[src/rtl/lab4d_pkg.sv]
// Shared types and defaults for the LAB4D readout scheduler.
package lab4d_pkg;

  typedef enum logic [1:0] {
    ST_IDLE    = 2'd0,
    ST_ISSUE   = 2'd1,
    ST_WAIT    = 2'd2,
    ST_RELEASE = 2'd3
  } sched_state_e;

  localparam int unsigned ADDR_BITS_DEF     = 5;
  localparam int unsigned PRESCALE_BITS_DEF = 4;
  localparam int unsigned TIMEOUT_DEF       = 50000;
  localparam int unsigned TIMER_BITS        = 16;
  localparam int unsigned ENTRY_BITS_DEF    = ADDR_BITS_DEF + PRESCALE_BITS_DEF;

  function automatic int unsigned entry_bits(input int unsigned addr_bits,
                                             input int unsigned prescale_bits);
    return addr_bits + prescale_bits;
  endfunction

endpackage

[src/rtl/lab4d_sched_fifo.sv]
// Synchronous request FIFO with flush; occupancy kept in a counter so
// pointers can wrap naturally at a power-of-2 depth.
module lab4d_sched_fifo
  import lab4d_pkg::*;
#(
  parameter int unsigned DEPTH = 4,
  parameter int unsigned WIDTH = ENTRY_BITS_DEF
) (
  input  logic                     clk_i,
  input  logic                     rst_i,
  input  logic                     flush_i,
  input  logic                     push_i,
  input  logic [WIDTH-1:0]         wdata_i,
  input  logic                     pop_i,
  output logic [WIDTH-1:0]         rdata_o,
  output logic                     full_o,
  output logic                     empty_o,
  output logic [$clog2(DEPTH):0]   count_o
);

  localparam int unsigned PW = $clog2(DEPTH);
  localparam logic [PW:0] FULL_CNT = (PW+1)'(DEPTH);

  logic [WIDTH-1:0] mem_q [DEPTH];
  logic [PW-1:0]    wr_ptr_q;
  logic [PW-1:0]    rd_ptr_q;
  logic [PW:0]      count_q;
  logic [PW:0]      count_d;
  logic             do_push;
  logic             do_pop;

  assign full_o  = (count_q == FULL_CNT);
  assign empty_o = (count_q == '0);
  assign count_o = count_q;
  assign rdata_o = mem_q[rd_ptr_q];

  assign do_push = push_i & ~full_o & ~flush_i;
  assign do_pop  = pop_i & ~empty_o & ~flush_i;

  always_comb begin
    count_d = count_q;
    case ({do_push, do_pop})
      2'b10:   count_d = count_q + (PW+1)'(1);
      2'b01:   count_d = count_q - (PW+1)'(1);
      default: count_d = count_q;
    endcase
  end

  always_ff @(posedge clk_i or negedge rst_i) begin
    if (!rst_i) begin
      wr_ptr_q <= '0;
      rd_ptr_q <= '0;
      count_q  <= '0;
    end else if (flush_i) begin
      wr_ptr_q <= '0;
      rd_ptr_q <= '0;
      count_q  <= '0;
    end else begin
      if (do_push) wr_ptr_q <= wr_ptr_q + PW'(1);
      if (do_pop)  rd_ptr_q <= rd_ptr_q + PW'(1);
      count_q <= count_d;
    end
  end

  // Storage carries no reset; only entries below count_q are ever read out.
  always_ff @(posedge clk_i) begin
    if (do_push) mem_q[wr_ptr_q] <= wdata_i;
  end

endmodule

[src/rtl/lab4d_readout_sched.sv]
// Queues LAB4 readout requests and issues them to the serial receiver one at a time.
// state      | meaning
// IDLE       | waiting for enable and a queued request
// ISSUE      | readout_o pulse, timeout counter cleared
// WAIT       | receiver busy; leave on complete_i or counter at TIMEOUT-1
// RELEASE    | report the released buffer with done_o next cycle
module lab4d_readout_sched
  import lab4d_pkg::*;
#(
  parameter int unsigned FIFO_DEPTH    = 4,
  parameter int unsigned ADDR_BITS     = ADDR_BITS_DEF,
  parameter int unsigned PRESCALE_BITS = PRESCALE_BITS_DEF,
  parameter int unsigned TIMEOUT       = TIMEOUT_DEF
) (
  input  logic                          clk_i,
  input  logic                          rst_i,
  input  logic                          enable_i,
  input  logic                          flush_i,
  input  logic                          clr_i,
  input  logic                          trig_i,
  input  logic [ADDR_BITS-1:0]          trig_addr_i,
  input  logic [PRESCALE_BITS-1:0]      trig_prescale_i,
  output logic                          readout_o,
  output logic [ADDR_BITS-1:0]          readout_address_o,
  output logic [PRESCALE_BITS-1:0]      prescale_o,
  input  logic                          complete_i,
  output logic                          done_o,
  output logic [ADDR_BITS-1:0]          done_addr_o,
  output logic                          busy_o,
  output logic [$clog2(FIFO_DEPTH):0]   pending_o,
  output logic                          overflow_o,
  output logic                          timeout_o
);

  localparam int unsigned ENTRY_BITS = entry_bits(ADDR_BITS, PRESCALE_BITS);
  localparam logic [TIMER_BITS-1:0] TIMER_LAST = TIMER_BITS'(TIMEOUT - 1);

  sched_state_e             state_q;
  logic [TIMER_BITS-1:0]    timer_q;
  logic                     readout_q;
  logic [ADDR_BITS-1:0]     addr_q;
  logic [PRESCALE_BITS-1:0] presc_q;
  logic                     done_q;
  logic [ADDR_BITS-1:0]     done_addr_q;
  logic                     busy_q;
  logic                     overflow_q;
  logic                     overflow_d;
  logic                     timeout_q;
  logic                     timeout_d;

  logic [ENTRY_BITS-1:0]    head;
  logic                     fifo_full;
  logic                     fifo_empty;
  logic                     push;
  logic                     pop;
  logic                     ovf_set;
  logic                     to_set;

  // Fullness is judged before any same-cycle pop, so a trig into a full queue is lost.
  assign push    = trig_i & ~fifo_full & ~flush_i;
  assign ovf_set = trig_i & fifo_full & ~flush_i;
  assign pop     = (state_q == ST_IDLE) & enable_i & ~fifo_empty & ~flush_i;
  assign to_set  = (state_q == ST_WAIT) & ~complete_i & (timer_q == TIMER_LAST);

  always_comb begin
    overflow_d = overflow_q;
    timeout_d  = timeout_q;
    if (clr_i) begin
      overflow_d = 1'b0;
      timeout_d  = 1'b0;
    end
    if (ovf_set) overflow_d = 1'b1;
    if (to_set)  timeout_d  = 1'b1;
  end

  lab4d_sched_fifo #(
    .DEPTH (FIFO_DEPTH),
    .WIDTH (ENTRY_BITS)
  ) u_fifo (
    .clk_i   (clk_i),
    .rst_i   (rst_i),
    .flush_i (flush_i),
    .push_i  (push),
    .wdata_i ({trig_addr_i, trig_prescale_i}),
    .pop_i   (pop),
    .rdata_o (head),
    .full_o  (fifo_full),
    .empty_o (fifo_empty),
    .count_o (pending_o)
  );

  always_ff @(posedge clk_i or negedge rst_i) begin
    if (!rst_i) begin
      state_q     <= ST_IDLE;
      timer_q     <= '0;
      readout_q   <= 1'b0;
      addr_q      <= '0;
      presc_q     <= '0;
      done_q      <= 1'b0;
      done_addr_q <= '0;
      busy_q      <= 1'b0;
      overflow_q  <= 1'b0;
      timeout_q   <= 1'b0;
    end else begin
      readout_q  <= 1'b0;
      done_q     <= 1'b0;
      busy_q     <= (state_q != ST_IDLE);
      overflow_q <= overflow_d;
      timeout_q  <= timeout_d;
      case (state_q)
        ST_IDLE: begin
          if (pop) begin
            addr_q    <= head[PRESCALE_BITS +: ADDR_BITS];
            presc_q   <= head[PRESCALE_BITS-1:0];
            readout_q <= 1'b1;
            state_q   <= ST_ISSUE;
          end
        end
        ST_ISSUE: begin
          timer_q <= '0;
          state_q <= ST_WAIT;
        end
        ST_WAIT: begin
          timer_q <= timer_q + TIMER_BITS'(1);
          if (complete_i || (timer_q == TIMER_LAST)) state_q <= ST_RELEASE;
        end
        ST_RELEASE: begin
          done_q      <= 1'b1;
          done_addr_q <= addr_q;
          state_q     <= ST_IDLE;
        end
        default: state_q <= ST_IDLE;
      endcase
    end
  end

  assign readout_o         = readout_q;
  assign readout_address_o = addr_q;
  assign prescale_o        = presc_q;
  assign done_o            = done_q;
  assign done_addr_o       = done_addr_q;
  assign busy_o            = busy_q;
  assign overflow_o        = overflow_q;
  assign timeout_o         = timeout_q;

endmodule

[config.mk]
export PLATFORM = sky130hd
export DESIGN_NAME = lab4d_readout_sched
export DESIGN_NICKNAME = d
export VERILOG_FILES = /design/src/rtl/lab4d_pkg.sv /design/src/rtl/lab4d_sched_fifo.sv /design/src/rtl/lab4d_readout_sched.sv
export SDC_FILE = /design/constraint.sdc
export NUM_CORES = 1
export LEC_CHECK = 0
export ABC_CLOCK_PERIOD_IN_PS = 1840
export BUFFER_PORTS_ARGS = -buffer_cell sky130_fd_sc_hd__clkbuf_2
export CORE_ASPECT_RATIO = 0.9
export CORE_UTILIZATION = 48
export CTS_BUF_LIST = sky130_fd_sc_hd__clkbuf_16
export CTS_CLUSTER_SIZE = 10
export DETAILED_ROUTE_END_ITERATION = 10
export PLACE_DENSITY = 0.69
export SLEW_MARGIN = 20
export SYNTH_ARGS = -nofsm -noshare
export SYNTH_HDL_FRONTEND = slang
export SYNTH_SLANG_ARGS = --single-unit
[constraint.sdc]
create_clock -name clk_i -period 1.84 [get_ports clk_i]
set_clock_uncertainty 0.05 [all_clocks]
set_input_delay 0.092 -clock clk_i [delete_from_list [all_inputs] [get_ports clk_i]]
set_output_delay 0.092 -clock clk_i [all_outputs]
set_load 0.03 [all_outputs]
==> flow_summary.rst <==
.. list-table::
   :header-rows: 1

   * - Metric
     - Value
   * - Post-Syn Instances
     - 251
   * - Status
     - finished, final reports clean
   * - TritonRoute pass-1 iters
     - 4
   * - TritonCTS clock tree
     - built
   * - Detail Route Antenna Nets
     - 0
   * - Via count of the first global-routing pass
     - 2245
   * - Placed wire-length estimate
     - 4240 um
   * - Max Root-Sink Buffers
     - 2
   * - Endpoint with the worst hold slack
     - u_fifo.count_o[2]
   * - Leakage power total
     - 0.00186 uW
   * - Die Y
     - 83.1 um
   * - Initial cell density of the core
     - 0.496
   * - P per Cell Area
     - 1310 mW/mm2
   * - Area occupied by multi-input gates
     - 0.00128 mm2
   * - GPL Wtd Cong
     - 0.854
   * - Required time worst endpoint
     - 2040 ps
   * - Distinct cell type count after synthesis
     - 54
   * - Largest fanout on the critical path
     - 4
   * - Initial antenna violation count
     - 0
   * - Largest cells by area after synthesis
     - dfrtp_1, edfxtp_1, mux4_2
   * - H-Tree Level Count
     - 3
   * - Startpoint kind of the worst setup timing path
     - flop
   * - Slew headroom
     - 0.620
   * - Filler-free cell count of the finished design
     - 431
   * - Crit path time final
     - 1820 ps
   * - Crit Reg-Reg Endpoint
     - u_fifo.count_o[2]
   * - Register-to-register setup slack
     - 20 ps
   * - Count of vias placed by the detailed router
     - 2229
   * - CTS Root Buffer Type
     - clkbuf_16
   * - Number of enable-type register cells in the synthesized netlist
     - 36
   * - Overflow after GRT
     - 0
   * - Proportion of netlist area held by the largest area contributor
     - 0.314
   * - Hold wc startpoint
     - enable_i
   * - Routed WL
     - 6330 um
   * - Post-layout power
     - 5920 uW
   * - Finished Core Util
     - 0.636
   * - Final worst-path setup slack
     - 20.4 ps
   * - Area leader, netlist
     - dfrtp_1
   * - Overall die width
     - 92.1 um
   * - Top flip-flop cell by instance count after synthesis
     - dfrtp_1
   * - Fraction of synthesis flops using an asynchronous set or reset pin
     - 0.550
   * - Std-Cell Rows
     - 29
   * - Min-delay worst type
     - input port to flop
   * - DR WL/cell
     - 14.7 um
   * - Worst reg2reg path depth
     - 7
   * - Kind of capture point of the worst setup path
     - flop
   * - Hold-critical path depth
     - 3
   * - Sinks on Clock Net
     - 80
   * - Maximum number of pins on one net before global-route repair
     - 45
   * - Share of final-layout standard cells stronger than drive strength 1
     - 0.391
   * - Setup total negative slack
     - 0 ps
   * - Critical path type
     - flop to flop
   * - Number of antenna cells inserted
     - 0
   * - Clock input transition at the sequential cells of the worst setup and hold paths
     - 60 ps
   * - Maximum clock frequency
     - 550 MHz
   * - TritonCTS buffer count
     - 9
   * - Violation count after the first detailed-route iteration
     - 51
   * - Clock latency reported for the late side of the worst-skew pair
     - 330 ps
   * - Cells after DPL
     - 399
   * - Slew of the pin with the lowest slew margin
     - 570 ps
   * - Source of the worst register-to-register timing path
     - u_fifo.count_o[1]
   * - List of most frequent post-synthesis cells
     - dfrtp_1, edfxtp_1, mux2_2, nor2_1, inv_1
   * - Pins Over Slew Limit
     - 0
   * - Global Route Usage Sum
     - 0.185
   * - FF+latch area
     - 0.00219 mm2
   * - Std-Cell Core Area
     - 0.00708 mm2
   * - Pre-CTS setup slack
     - -13.6 ps
   * - Unrepaired setup endpoints after global routing
     - yes
   * - Synthesized area per cell
     - 14.0 um2
   * - Wire length of the first global-routing pass
     - 10800 um
   * - Arrival time worst endpoint
     - 2020 ps
   * - Synth-to-layout area growth
     - 28.4%
   * - Most used standard cell by instance count after synthesis
     - dfrtp_1
   * - Final Hold Vio Count
     - 0
   * - Nets
     - 359
   * - Die Outline Area
     - 0.00766 mm2
   * - Area of the mapped netlist
     - 0.00351 mm2
   * - Number of top-level pins
     - 38
   * - Number of inserted filler cells in the final layout
     - 560
   * - Post-Syn Nets
     - 277
   * - Count of warnings emitted by yosys
     - 0
   * - Maximum VDD drop
     - 0.000593 V
   * - Ratio of final minimum period to clock period
     - 0.989
   * - DR vias/cell
     - 5.17
   * - Fraction of the yosys area taken by sequential cells
     - 0.622
   * - Count of maximum capacitance violations
     - 0
   * - Final Setup Violations
     - 0
   * - Total of flip-flops plus latches after synthesis
     - 80
   * - Number of input and output port buffers inserted
     - 37
   * - Residual DRC
     - 0
-- logic make-up (layout without fill, tap and decap cells) --
group	after synthesis	after routing	synth area share
adders and majority gates	10	10	0.0378
buffers and inverters	22	109	0.0264
DFF	80	80	0.622
AOI/OAI and AO/OA	28	28	0.0592
muxes	28	28	0.118
xor gates and xnor gates	10	10	0.0250
and+or+nand+nor	73	73	0.112
-- per-layer routing --
layer	up-vias	track usage	share of wire
met4	0	0.0767	0.012
li1	1081	-	-
met3	8	0.0495	0.030
met2	42	0.285	0.48
met5	-	0	0
met1	1098	0.250	0.48
-- cells in the final DEF, fill, tap and decap left out, drive strengths merged, types with 5 or more instances in the layout --
master / netlist / routed
and2: 5 / 5
mux2: 17 / 17
o21ai: 6 / 6
nor2: 16 / 16
nor3: 7 / 7
inv: 14 / 16
edfxtp: 36 / 36
dlygate4sd3: 0 / 12
mux4: 9 / 9
nand2: 13 / 13
buf: 3 / 30
dfrtp: 44 / 44
clkbuf: 5 / 46
nand3: 8 / 8
ha: 9 / 9
xnor2: 9 / 9
a21oi: 6 / 6
-- worst max-delay path, stage by stage, from the launching register on --
cell	delay [ps]
dfrtp_2	440
o311ai_4	320
nor3_2	90
fa_2	380
nor3_2	110
a22o_1	150
nand3_1	80
a31oi_1	130
-- flip-flops by register name (all words and copies together), names as in the netlist --
register           cells
busy_o                 1
done_addr_o            5
done_o                 1
overflow_o             1
prescale_o             4
readout_address_o      5
readout_o              1
state_q                2
timeout_o              1
timer_q               16
u_fifo.count_o         3
u_fifo.mem_q          36
u_fifo.rd_ptr_q        2
u_fifo.wr_ptr_q        2
-- where the power goes --
group | switching, uW | internal [uW] | total [uW]
combinational | 1020 | 739 | 1760
sequential | 142 | 2130 | 2280
clock | 693 | 1190 | 1880
-- stage by stage --
step           hold slack, ps  cell area, um2
3_5_place_dp              163            4000
2_1_floorplan            -254            3540
4_1_cts                  35.9            4460
6_report                 53.3            4500
3_3_place_gp              161            4000
5_1_grt                  57.1            4500
-- worst max-delay path by stage --
| stage | start | endpoint | slack, ps |
|---|---|---|---|
| floorplan | u_fifo.count_o[2] | u_fifo.count_o[2] | -160 |
| global placement | state_q[0] | u_fifo.count_o[2] | 40 |
| global route | u_fifo.count_o[1] | u_fifo.count_o[2] | -70 |
| detailed placement | state_q[0] | u_fifo.count_o[2] | -10 |
| CTS | state_q[0] | timer_q[13] | 1 |
| finish | u_fifo.count_o[1] | u_fifo.count_o[2] | 20 |
-- cell type report --
class	count	share of cell area
Tap cell	93	0.0258
Multi-Input combinational cell	149	0.285
Timing Repair Buffer	79	0.121
Sequential cell	80	0.485
Inverter	14	0.0117
Clock buffer	9	0.0500
Clock inverter	7	0.0214
-- what timing repair did --
item / in CTS / in global routing
hold buffers: 12 / 0
endpoints found under the hold margin: 82 / 0
endpoints found under the setup margin: 2 / 7
gates resized for setup: 1 / 10
pin swaps: 1 / 2
buffers inserted: 2 / 2
No activity file was read; power rests on OpenSTA's default activity.
